[src/rtl/char_write_arbiter.sv]
// Two-requester character write arbiter feeding a character feeder, with scroll/clear hold-off.
// Optional printable-code filter enabled by defining CHARARB_FILTER_EN.
module char_write_arbiter #(
  parameter int unsigned SCROLL_WAIT = 40,
  parameter int unsigned CLEAR_WAIT  = 600
) (
  input  logic       clock,
  input  logic       reset_n,
  input  logic       a_valid,
  input  logic [7:0] a_char,
  output logic       a_ready,
  input  logic       b_valid,
  input  logic [7:0] b_char,
  output logic       b_ready,
  output logic [7:0] feed_char,
  output logic       feed_we,
  input  logic       push_up,
  input  logic       reset_call,
  output logic       busy,
  output logic       last_grant,
  output logic       dropped
);

  typedef enum logic [2:0] {
    IDLE,
    ISSUE,
    SETTLE,
    SCROLL_HOLD,
    CLEAR_HOLD
  } state_t;

  localparam logic [9:0] SCROLL_LOAD = 10'((SCROLL_WAIT == 0) ? 0 : SCROLL_WAIT - 1);
  localparam logic [9:0] CLEAR_LOAD  = 10'((CLEAR_WAIT == 0) ? 0 : CLEAR_WAIT - 1);

  state_t     state, state_nxt;
  logic [9:0] cnt;
  logic       grant_a, grant_b, xfer, keep;
  logic [7:0] sel_char;

  // Round-robin: on contention the requester that did not win last time is served.
  assign grant_a  = a_valid & (~b_valid | last_grant);
  assign grant_b  = b_valid & (~a_valid | ~last_grant);
  assign a_ready  = reset_n & (state == IDLE) & grant_a;
  assign b_ready  = reset_n & (state == IDLE) & grant_b;
  assign xfer     = a_ready | b_ready;
  assign sel_char = grant_a ? a_char : b_char;
  assign busy     = (state != IDLE);

`ifdef CHARARB_FILTER_EN
  function automatic logic code_ok(input logic [7:0] c);
    return ((c >= 8'd48)  && (c <= 8'd57))  ||
           ((c >= 8'd65)  && (c <= 8'd90))  ||
           ((c >= 8'd97)  && (c <= 8'd122)) ||
           ((c >= 8'd128) && (c <= 8'd195)) ||
           (c == 8'd255);
  endfunction
  assign keep = code_ok(sel_char);
`else
  assign keep = 1'b1;
`endif

  always_comb begin
    state_nxt = state;
    case (state)
      IDLE:   if (xfer) state_nxt = keep ? ISSUE : SETTLE;
      ISSUE:  state_nxt = SETTLE;
      // A dropped code passes through SETTLE without a feed_we, so flags are not sampled.
      SETTLE: begin
        if (dropped)
          state_nxt = IDLE;
        else if (reset_call)
          state_nxt = (CLEAR_WAIT == 0) ? IDLE : CLEAR_HOLD;
        else if (push_up)
          state_nxt = (SCROLL_WAIT == 0) ? IDLE : SCROLL_HOLD;
        else
          state_nxt = IDLE;
      end
      SCROLL_HOLD, CLEAR_HOLD: if (cnt == '0) state_nxt = IDLE;
      default: state_nxt = IDLE;
    endcase
  end

  always_ff @(posedge clock or negedge reset_n) begin
    if (!reset_n) begin
      state      <= IDLE;
      cnt        <= '0;
      feed_char  <= '0;
      feed_we    <= 1'b0;
      dropped    <= 1'b0;
      last_grant <= 1'b1;
    end else begin
      state   <= state_nxt;
      feed_we <= xfer & keep;
      dropped <= xfer & ~keep;
      if (xfer) last_grant <= b_ready;
      if (xfer && keep) feed_char <= sel_char;
      if (state == SETTLE && state_nxt == CLEAR_HOLD)
        cnt <= CLEAR_LOAD;
      else if (state == SETTLE && state_nxt == SCROLL_HOLD)
        cnt <= SCROLL_LOAD;
      else if ((state == SCROLL_HOLD || state == CLEAR_HOLD) && cnt != '0)
        cnt <= cnt - 10'd1;
    end
  end

endmodule

[config.mk]
export PLATFORM = sky130hd
export DESIGN_NAME = char_write_arbiter
export DESIGN_NICKNAME = d
export VERILOG_FILES = /design/src/rtl/char_write_arbiter.sv
export SDC_FILE = /design/constraint.sdc
export NUM_CORES = 1
export LEC_CHECK = 0
export ABC_AREA = 0
export CORE_ASPECT_RATIO = 1.5
export CORE_MARGIN = 3
export CORE_UTILIZATION = 47
export CTS_CLUSTER_SIZE = 40
export DETAILED_ROUTE_END_ITERATION = 16
export PLACE_DENSITY = 0.9
export SLEW_MARGIN = 15
export SYNTH_ARGS = -nofsm -noshare
export SYNTH_HDL_FRONTEND = slang
export SYNTH_SLANG_ARGS = --single-unit
[constraint.sdc]
create_clock -name clock -period 2.59 [get_ports clock]
set_input_delay 0.518 -clock clock [delete_from_list [all_inputs] [get_ports clock]]
set_output_delay 0.518 -clock clock [all_outputs]
set_load 0.01 [all_outputs]
==> results.md <==
- Maximum Capacitance Violations: 0
- Synth Flop Type: dfrtp_1
- Reg2reg setup slack: around 0.49 ns
- Iter 0 DRT Violations: 28
- Setup crit start kind: flip-flop
- Post-synthesis sequential area ratio: 0.447
- GRT Util Overall: 0.195
- Number of global-route vias before repair: 1,095
- Mapped Cells: 117
- Worst Skew: 0.00791 ns
- Worst Max-Slew Pin Slew: 0.637 ns
- Post-Synthesis Cell Area: 0.00129 sq mm
- Finished Cell Area: 0.00171 sq mm
- Worst-path fanout max: 8
- Post-route core utilization: 0.677
- Tcrit/Tclk final: 0.945
- Data arrival, critical path: just under 2 ns
- Initial Util: 0.510
- GP Congestion: 0.926
- Min Hold Slack: 0.519 ns
- Worst EP required: 2.07 ns
- Reg2reg path depth: 5
- Total power: 1670 uW
- Antenna viol nets, final: 0
- Reg2reg start: cnt[0]$_DFFE_PN0P_
- Clock buffer count from CTS: 3
- GR Overflow Total: 0
- Synth cell count leaders: dfrtp_1, mux2_2, nor2_1
- Die area: 0.00343 sq mm
- Layout cells sized above 1: 0.200
- CP Capture Type: primary output
- Fmax: 0.409 GHz
- Power Density: 977 mW/mm^2
- Global-route wire length before repair: 5210 um
- Final #Nets: 180
- Unrepaired setup endpoints after global routing: false
- Max VDD drop: 0.000520 V
- # DRC: 0
- Yosys reg bits: 23
- Initial antenna violation count: 0
- Largest net degree at the start of global routing: 24
- Count of warnings emitted by yosys: 0
- Area of the core: 0.00253 sq mm
- Hold Path Stages: 1
- Ys async rst share: 1.00
- Area leader, netlist: dfrtp_1
- Clock sink total: 23
- Fillers: a little over 200
- Final slew viol count: 0
- Average wire per standard cell: 16.8 um
- Final wirelength: 3210 um
- CTS tree: built
- Yosys cell types: 47
- Worst Hold Path EP: feed_char[5]$_DFFE_PN0P_
- Worst hold path type: flip-flop to flip-flop
- Final Critical Period: around 2.4 ns
- Final TNS setup: 0 ns
- Finish-stage setup viols: 0
- Start point of the worst hold path: feed_char[5]$_DFFE_PN0P_
- Top-area cell type share of the netlist area: 0.426
- Multi-input gate area: 677 sq um
- Die Y: between 70 and 80 um
- Top-count cell post-synth: dfrtp_1
- I/O Pins: 36
- Clock root cell: clkbuf_4
- Hpwl dp: 2450 um
- Area contributors post-synth: dfrtp_1, mux2_2, nor2_1, dfstp_2, a311oi_1
- Critical R2R Capture: cnt[8]$_DFFE_PN0P_
- Number of antenna repair diodes: 0
- Via count: approximately 1,100
- Later-pin clock latency in the skew report: 0.31 ns
- Syn Area/Cell: 11.0 sq um
- Post-DP Area: 0.00167 sq mm
- Clock Path Buffers: 2
- First-pass DRT Iterations: 4
- Rel. slew slack: 0.576
- Syn_nets: 141
- CP Class: flip-flop to primary output
- Area Overhead vs Synth: 32.8%
- Run status: completed
- Lkg Pwr: 0.000727 uW
- Die Wd: about 49 um
- Final count of hold timing violations: 0
- FF+latch area: 578 sq um
- Post-DR vias/cell: between 5 and 6
- H-tree depth: 1
- Number of flops mapped to enable cells by yosys: 0
- CTS clk-pin slew, worst paths: approximately 0.12 ns
- Row count: 22
- Port Buffers: 34
per-stage QoR:
stage	std cells	worst slack (ns)
after floorplan	117	0.782
final	191	0.142
after global routing	191	0.0369
after global placement	186	0.130
after detailed placement	186	0.0331
after CTS	190	0.0184
repair_timing:
action | CTS | global route
buffers inserted | 0 | 1
endpoints found under the setup margin | 0 | 1
gates resized for setup | 0 | 4
hold buffers | 0 | 0
worst max-delay path: stages, from the launching register on:
cell             delay (ns)
dfrtp_2                0.47
or3_4                  0.42
nor3_1                 0.17
clkdlybuf4s50_1        0.56
power breakdown:
group	total [uW]	internal, uW	leakage (uW)	switching, uW
sequential	657	514	0.000271	143
clock	164	60.2	0.0000150	104
combinational	853	465	0.000441	388
total	1670	1040	0.000727	635
layout make-up:
| cell class | count | share of cell area |
|---|---|---|
| Multi-Input combinational cell | 86 | 0.395 |
| Inverter | 4 | 0.00876 |
| Timing Repair Buffer | 38 | 0.218 |
| Tap cell | 36 | 0.0263 |
| Clock buffer | 4 | 0.0153 |
| Sequential cell | 23 | 0.337 |
kinds of logic after synthesis:
kind of cell,after synthesis,synth area share
AND/OR/NAND/NOR,37,0.187
AO/OA/AOI/OAI,28,0.155
flip-flops,23,0.447
multiplexers,18,0.155
buffers and inverters,8,0.0339
adder cells (fa/ha/maj),2,0.0194
other,1,0.00290
sequential cells by signal, indices dropped and copies added, names as in the netlist:
register	count
last_grant	1
feed_char	8
feed_we	1
state	3
cnt	10
worst max-delay path by stage:
stage / startpoint / to / slack (ns)
after floorplan: b_valid / b_ready / 0.78
after global routing: state[0]$_DFF_PN0_ / a_ready / 0.04
after detailed placement: b_valid / b_ready / 0.03
final: state[0]$_DFF_PN0_ / a_ready / 0.14
after CTS: state[0]$_DFF_PN0_ / b_ready / 0.02
after global placement: b_valid / b_ready / 0.13
cell usage in the layout (no fill, tap or decap), types with 2 or more instances in the layout:
master and n:
nand2_1 4, a21oi_1 5, nor2_1 8, nand4_1 2, inv_1 4, o211a_1 2
o21ai_0 3, clkbuf_4 3, nor3b_1 2, nand4b_1 2, nor3_1 3, mux2_2 16
buf_4 4, clkdlybuf4s50_1 33, dfrtp_1 21, ha_1 2, a311oi_1 3, a31oi_1 4
mux2i_1 2
layer usage:
layer  part of all wire  up-vias  wire length [um]  GRT usage
met5                  0        -                 0          0
met4              0.024        0                76     0.0665
met3              0.081        9               261     0.0469
met2               0.54       58              1720      0.359
met1               0.36      543              1150      0.213
li1                   -      524                 -          -
Power figures use the tool's default switching activity.
